$ cat config.mk
export PLATFORM = sky130hd
export DESIGN_NAME = sd_frame_seq
export DESIGN_NICKNAME = d
export VERILOG_FILES = /design/src/rtl/sd_frame_seq.sv
export SDC_FILE = /design/constraint.sdc
export NUM_CORES = 1
export LEC_CHECK = 0
export CELL_PAD_IN_SITES_DETAIL_PLACEMENT = 1
export CELL_PAD_IN_SITES_GLOBAL_PLACEMENT = 1
export CORE_MARGIN = 10
export CORE_UTILIZATION = 47
export CTS_CLUSTER_DIAMETER = 100
export DETAILED_ROUTE_END_ITERATION = 10
export GPL_TIMING_DRIVEN = 0
export PLACE_DENSITY_LB_ADDON = 0.1
export SETUP_SLACK_MARGIN = 0.05
export SLEW_MARGIN = 20
export SYNTH_ARGS = -nofsm -noshare
export SYNTH_HDL_FRONTEND = slang
export SYNTH_SLANG_ARGS = --single-unit
$ cat constraint.sdc
create_clock -name clk -period 3.8 [get_ports clk]
set_input_delay 0.95 -clock clk [delete_from_list [all_inputs] [get_ports clk]]
set_output_delay 0.95 -clock clk [all_outputs]
set_load 0.05 [all_outputs]
$ cat src/rtl/sd_frame_seq.sv
// SD command sequencer: one card init, then BLK_PER_FRAME read/stream block pairs per image, then hold.
// Define SD_SEQ_AUTO_ADVANCE_EN for the slideshow dwell timer that advances images on its own.
module sd_frame_seq #(
  parameter int unsigned BLK_PER_FRAME = 300,
  parameter int unsigned IMG_COUNT     = 16,
  parameter int unsigned ACK_TIMEOUT   = 4
`ifdef SD_SEQ_AUTO_ADVANCE_EN
  ,
  parameter logic [31:0] DWELL_CYCLES  = 32'd50_000_000
`endif
) (
  input  logic       clk,
  input  logic       rst_n,
  input  logic       start,
  input  logic       next_img,
  output logic       init,
  output logic       read_cmd,
  output logic       stream_512B,
  output logic       end_of_frame,
  output logic [3:0] img_id,
  output logic       if_begin,
  input  logic       if_busy,
  output logic       frame_done,
  output logic       loading,
  output logic       seq_err
);
  localparam int unsigned BLK_W = (BLK_PER_FRAME > 1) ? $clog2(BLK_PER_FRAME) : 1;
  localparam int unsigned CNT_W = $clog2(ACK_TIMEOUT + 1);
  localparam logic [BLK_W-1:0] BLK_LAST = BLK_W'(BLK_PER_FRAME - 1);
  localparam logic [3:0]       IMG_LAST = 4'(IMG_COUNT - 1);

  typedef enum logic [2:0] {S_IDLE, S_SETUP, S_GO, S_ACK, S_DONE, S_HOLD} state_t;
  typedef enum logic [1:0] {OP_INIT, OP_RD, OP_ST} op_t;

  state_t           state_q, state_d;
  op_t              op_q, op_d;
  logic [BLK_W-1:0] blk_q, blk_d;
  logic [CNT_W-1:0] cnt_q, cnt_d;
  logic [3:0]       img_q, img_d;
  logic             pend_q, pend_d;
  logic             frame_done_q, frame_done_d;
  logic             loading_q, loading_d;
  logic             seq_err_q, seq_err_d;
  logic             init_q, read_cmd_q, stream_q, eof_q, if_begin_q;
  logic             in_op_d;
  logic             advance;

`ifdef SD_SEQ_AUTO_ADVANCE_EN
  logic [31:0] dwell_q, dwell_d;

  // Zero outside HOLD, so the first HOLD cycle always sees a cleared counter.
  always_comb dwell_d = (state_q == S_HOLD) ? dwell_q + 32'd1 : 32'd0;
  assign advance = pend_q || (dwell_q == DWELL_CYCLES - 32'd1);

  always_ff @(posedge clk or negedge rst_n) begin
    if (!rst_n) dwell_q <= 32'd0;
    else        dwell_q <= dwell_d;
  end
`else
  assign advance = pend_q;
`endif

  always_comb begin
    state_d      = state_q;
    op_d         = op_q;
    blk_d        = blk_q;
    cnt_d        = cnt_q;
    img_d        = img_q;
    pend_d       = pend_q | next_img;
    frame_done_d = 1'b0;
    loading_d    = loading_q;
    seq_err_d    = seq_err_q;
    case (state_q)
      S_IDLE: if (start) begin
        seq_err_d = 1'b0;
        blk_d     = '0;
        op_d      = OP_INIT;
        cnt_d     = '0;
        loading_d = 1'b1;
        state_d   = S_SETUP;
      end
      S_SETUP: if (cnt_q == CNT_W'(1)) begin
        cnt_d   = '0;
        state_d = S_GO;
      end else begin
        cnt_d = cnt_q + 1'b1;
      end
      // cnt enters ACK at 1 so it equals the number of cycles elapsed since GO.
      S_GO: begin
        cnt_d   = CNT_W'(1);
        state_d = S_ACK;
      end
      S_ACK: if (if_busy) begin
        state_d = S_DONE;
      end else if (cnt_q == CNT_W'(ACK_TIMEOUT)) begin
        seq_err_d = 1'b1;
        loading_d = 1'b0;
        state_d   = S_IDLE;
      end else begin
        cnt_d = cnt_q + 1'b1;
      end
      S_DONE: if (!if_busy) begin
        cnt_d   = '0;
        state_d = S_SETUP;
        case (op_q)
          OP_INIT: op_d = OP_RD;
          OP_RD:   op_d = OP_ST;
          default: if (blk_q == BLK_LAST) begin
            blk_d        = '0;
            frame_done_d = 1'b1;
            loading_d    = 1'b0;
            state_d      = S_HOLD;
          end else begin
            blk_d = blk_q + 1'b1;
            op_d  = OP_RD;
          end
        endcase
      end
      S_HOLD: if (advance) begin
        pend_d    = next_img;
        img_d     = (img_q == IMG_LAST) ? 4'd0 : img_q + 4'd1;
        op_d      = OP_RD;
        cnt_d     = '0;
        loading_d = 1'b1;
        state_d   = S_SETUP;
      end
      default: state_d = S_IDLE;
    endcase
    in_op_d = (state_d == S_SETUP) || (state_d == S_GO) ||
              (state_d == S_ACK)   || (state_d == S_DONE);
  end

  // Op outputs are registered copies of the next state, so they line up with state_q.
  always_ff @(posedge clk or negedge rst_n) begin
    if (!rst_n) begin
      state_q      <= S_IDLE;
      op_q         <= OP_INIT;
      blk_q        <= '0;
      cnt_q        <= '0;
      img_q        <= 4'd0;
      pend_q       <= 1'b0;
      frame_done_q <= 1'b0;
      loading_q    <= 1'b0;
      seq_err_q    <= 1'b0;
      init_q       <= 1'b0;
      read_cmd_q   <= 1'b0;
      stream_q     <= 1'b0;
      eof_q        <= 1'b0;
      if_begin_q   <= 1'b0;
    end else begin
      state_q      <= state_d;
      op_q         <= op_d;
      blk_q        <= blk_d;
      cnt_q        <= cnt_d;
      img_q        <= img_d;
      pend_q       <= pend_d;
      frame_done_q <= frame_done_d;
      loading_q    <= loading_d;
      seq_err_q    <= seq_err_d;
      init_q       <= in_op_d && (op_d == OP_INIT);
      read_cmd_q   <= in_op_d && (op_d == OP_RD);
      stream_q     <= in_op_d && (op_d == OP_ST);
      eof_q        <= in_op_d && (op_d == OP_ST) && (blk_d == BLK_LAST);
      if_begin_q   <= (state_d == S_GO);
    end
  end

  assign init         = init_q;
  assign read_cmd     = read_cmd_q;
  assign stream_512B  = stream_q;
  assign end_of_frame = eof_q;
  assign img_id       = img_q;
  assign if_begin     = if_begin_q;
  assign frame_done   = frame_done_q;
  assign loading      = loading_q;
  assign seq_err      = seq_err_q;
endmodule

# Word-level counts from Yosys, hierarchy flattened
# Index checks and enable logic that the tools add are counted.
# word_totals
regBits,30
input_bits,5
output_inout_bits,12
wordCells,107
# classes
addsub,3
n_eq_ne,25
n_mux,46
bitwise,1
n_reduce_logical,18
# op_table
op,n
$mux 3,14
$mux 9,4
$pmux 3 s6,2
$eq 9x9->1 const B,2
$pmux 9 s2,1
$mux 1,16
$ne 2x2->1 const B,8
$eq 3x2->1 const B,4
$eq 3x3->1 const B,4
$add 9x1->9 const B,1
$eq 3x1->1 const B,3
$mux 2,4
$reduce_and 8->1,1
$pmux 2 s3,1
$reduce_and 6->1,1
$reduce_bool 6->1,1
$add 4x1->4 const B,1
$eq 2x1->1 const B,2
$eq 4x4->1 const B,1
$logic_and 1x1->1,4
$logic_not 2->1,2
$mux 4,1
$pmux 1 s4,1
$pmux 2 s2,1
11 further kinds,13

# Depth between registers and ports, before layout
# depth
word_depth,11
ltp_mapped,8
ltp_nobuf,8

# Worst setup path after synthesis
# No wires, ideal clock.
# synth_timing
path_kind,input -> register
from,input if_busy
to,register cnt_q[2]
arrival_ns,2.181
t_required_ns,3.660
path_slack_ns,1.479
cell_stages,7
n_path_buf,1
path_cell_list,clkbuf_1 nand2b_1 a21oi_1 a211oi_1 o211ai_1 o21ai_0 o21ai_0
# synth_via
elab_chain_cells,2
word_cells_on_any_way,3
cone_classes,eq/ne (2); reduce/logical (1)
# synth_rtl
item,line_no,rtl
start: declaration,22,"input logic if_busy,"
$ne 2x2->1 (no source line),-,
$reduce_and 6->1 (no source line) *,-,
end signal: assignment,154,cnt_q <= cnt_d;
end: declaration,38,"logic [CNT_W-1:0] cnt_q, cnt_d;"
# Mark *: on every way between the ends. The rest lies on a longest branch, timed or not.
# A chain may end at the register's enable or synchronous reset.

# Worst setup path in the final report
# layout_timing
from,input start
to,register eof_q (netlist: end_of_frame)
# layout_via
word_cells_on_any_way,17
cone_classes,eq/ne (6); mux (6); reduce/logical (5)
# layout_lines
item,line_no,rtl
start: declaration,14,"input logic start,"
$mux 9,74,S_IDLE: if (start) begin
$pmux 9 s2,73,case (state_q)
net blk_d[4],37,"logic [BLK_W-1:0] blk_q, blk_d;"
$eq 9x9->1,163,eof_q <= in_op_d && (op_d == OP_ST) && (blk_d == BLK_LAST);
$logic_and 1x1->1,163,
end signal: assignment,163,
end: declaration,44,"logic init_q, read_cmd_q, stream_q, eof_q, if_begin_q;"
# The timed path passes the listed nets, and every way through them passes these cells.

==> qor.csv <==
stage;metric;value;unit
detailed_routing;Vias per Instance;5.91;
placed_design;routability congestion estimate;0.847;
timing;RSZ-0062 raised after global routing;false;
layout;Filler cells;432;
placed_design;I/O Buffers;15;
synth;Synth Area in XOR/XNOR;2.95;%
floorplanning;Core ar.;3630;sq um
worst_setup_path;critical path cell sequence;clkdlybuf4s50_1, o21ai_0, o21ai_0, o21ai_0, nand4b_1, and4bb_1;
worst_setup_path;Critical Path Fanout Max;7;
worst_setup_path;Reg2Reg Depth;7;
floorplanning;Top Ports;17;
worst_setup_path;WP data required;3970;ps
timing;Setup WS post-layout;1050;ps
placed_design;HPWL after DPL;3.36;mm
synth;cell count after synthesis;189;
placed_design;Place WS;825;ps
worst_setup_path;crit path launch;start;
worst_setup_path;cell family with most CP delay;compound AO/OA/AOI/OAI gates;
worst_setup_path;r2r endpoint;cnt_q[2];
worst_setup_path;most frequent CP cell;o21ai_0;
worst_setup_path;Slowest-stage cell, CP;o21ai_0;
floorplanning;Die X;80.9;microns
grt;total congestion overflow;0;
synth;Ys Warns;0;
worst_setup_path;critical path's largest stage delay;690;ps
worst_setup_path;Crit. path cell count;6;
worst_setup_path;CP Launch Type;primary input;
cts;post-cts sizing count;0;
job;max cap viols;0;
worst_setup_path;critical path class;primary input to flop;
cts;clock sinks;30;
detailed_routing;DR WL/cell;17.5;microns
timing;min Tclk post-route;2750;ps
pwr;Worst VDD drop;0.331;mV
synth;asr flop ratio synth;100;%
synth;largest family of logic cells by synthesized area;simple AND/OR/NAND/NOR gates;
grt;largest net degree at the start of global routing;31;
synth;Mapped Area;1740;sq um
floorplanning;row count;22;
timing;Max Clk Rate;363;MHz
cts;# hold bufs at CTS;0;
detailed_routing;DRT Pass-1 Iters;4;
grt;first-pass GRT wire length;7.71;mm
worst_setup_path;Worst setup endpoint;end_of_frame;
synth;Cell variety after synth;50;
worst_setup_path;endpoint type of the worst setup path;flop;
synth;Main synth FF type;dfrtp_1;
detailed_routing;drt drc;0;
synth;multiplexer share of the synthesized area;1.87;%
synth;Synth Area in Compound Gates;20.4;%
detailed_routing;Vias;1530;
timing;worst clock skew;5.07;ps
grt;gr usage total;14.9;%
cts;clk slew on worst S/H paths;60;ps
detailed_routing;DRT iter0 DRCs;56;
worst_setup_path;critical path arrival;2920;ps
worst_setup_path;R2R setup slack;1150;ps
cts;htree depth;2;
layout;most common cell after layout, fill and taps aside;dfrtp_1;
layout;number of nets in the layout;221;
cts;CTS root buf;clkbuf_8;
hold_path;min-delay src;advance;
cts;total CTS buffers;5;
cts;CTS tree;done;
synth;sequential-to-total area share from yosys stat;43.1;%
layout;share of post-route cells with drive strength above 1;9.48;%
pwr;power density cells;659;nW/um^2
layout;Layout area overhead;16.2;%
pwr;static leakage power;0.858;nW
layout;most frequent cells in the layout;dfrtp_1 (30), nand2_1 (19), o21ai_0 (19);
timing;Slew Viols, Final;0;
grt;vias in the first global route;1561;
worst_setup_path;Buffers & Inverters on Critical Path;1;
timing;endpoints failing setup;0;
synth;Post-synth EDFFs;0;
floorplanning;Vert. Die Dim;80.9;microns
timing;Least-Margin Pin Slew;793;ps
cts;postcts setup bufs;0;
floorplanning;Die Area;6540;sq um
grt;number of antenna violations at the first check in global routing;0;
cts;Clk Latency, worst-skew pair;280;ps
outcome;status;complete, no violations;
cts;clock tree buffer depth;2;
synth;syn_area_per_cell;9.22;sq um
floorplanning;Starting Density;47.9;%
hold_path;Hold Path Class;flop to flop;
worst_setup_path;Worst R2R Start;blk_q[0];
synth;Synth Area in Adders;3.59;%
detailed_routing;DRT antenna net count;0;
timing;period utilization;72.4;%
timing;Fin Setup TNS;0;ps
synth;flip-flop and latch count after synthesis;30;
layout;antenna diode instance count;0;
timing;relative max-transition margin;46.6;%
detailed_routing;WL final;4.53;mm
synth;syn_nets;199;
synth;Post-Synth Simple-Gate Area;23.1;%
timing;Hold Violations, Final;0;
## worst min-delay path by stage
stage,endpoint,cells after the start,slack (ps)
after floorplan,advance,1,450
after detailed placement,advance,1,480
after global routing,advance,1,520
after global placement,advance,1,480
final,advance,1,490
after CTS,advance,1,500
## sequential cells by signal, indices dropped and copies added, names as in the netlist
name          count
advance           1
blk_q             9
cnt_q             3
end_of_frame      1
frame_done        1
if_begin          1
img_id            4
init              1
loading           1
op_q              2
read_cmd          1
seq_err           1
state_q           3
stream_512B       1
## through the flow
step | instances | util [%] | area (sq um) | power (mW) | hold slack, ps
6_report | 259 | 55.7 | 2020 | 1.33 | 492
3_3_place_gp | 252 | 53.7 | 1950 | 1.07 | 478
5_1_grt | 259 | 55.7 | 2020 | 1.43 | 519
3_5_place_dp | 252 | 53.6 | 1950 | 1.09 | 480
4_1_cts | 259 | 55.7 | 2020 | 1.34 | 497
2_1_floorplan | 189 | - | 1740 | 0.906 | 455
## cell families after synthesis
kind of cell               Yosys count
adders and majority gates            5
AOI/OAI and AO/OA                   55
DFF                                 30
buffers and inverters               22
muxes                                3
xor gates and xnor gates             5
and+or+nand+nor                     69
## worst reg2reg max path, delay by kind of cell (launching register included)
| family | cells | cell delay [ps] |
|---|---|---|
| adders and majority gates | 1 | 280 |
| DFF | 1 | 400 |
| and+or+nand+nor | 2 | 940 |
| AOI/OAI and AO/OA | 4 | 960 |
## layer usage
| metal | vias to the layer above | GRT usage (%) | share of wire (%) |
|---|---|---|---|
| met5 | - | 0 | 0 |
| met3 | 7 | 4.42 | 4.7 |
| met2 | 25 | 24.4 | 46 |
| met1 | 767 | 18.0 | 47 |
| li1 | 731 | - | - |
| met4 | 0 | 5.88 | 1.4 |
## cell usage after synthesis (4+ instances only)
cell       n  share of area (%)
clkbuf_1   6                1.3
nand2_1   19                4.1
nor2b_1    4                1.4
nor2_1    11                2.4
a31oi_1    5                1.8
inv_1     12                2.6
a21oi_1   11                3.2
ha_1       5                3.6
o21ai_0   19                5.5
dfrtp_1   30                 43
nand3_1    6                1.7
nand2b_1   4                1.4
and3_1     4                1.4
## power breakdown
part	internal [mW]	switching, mW	total [mW]	leakage (nW)
logic	0.224	0.420	0.643	0.425
registers	0.390	0.0589	0.448	0.395
clock network	0.126	0.116	0.242	0.0383
## final cells by class
type	instances	area, sq um	share of cell area [%]
Inverter	13	48.8	2.41
Sequential cell	30	751	37.1
Clock buffer	7	76.3	3.77
Buffer	9	37.5	1.86
Timing Repair Buffer	15	145	7.17
Tap cell	48	60.1	2.97
Multi-Input combinational cell	137	905	44.7
No activity file was read; power rests on OpenSTA's default activity.
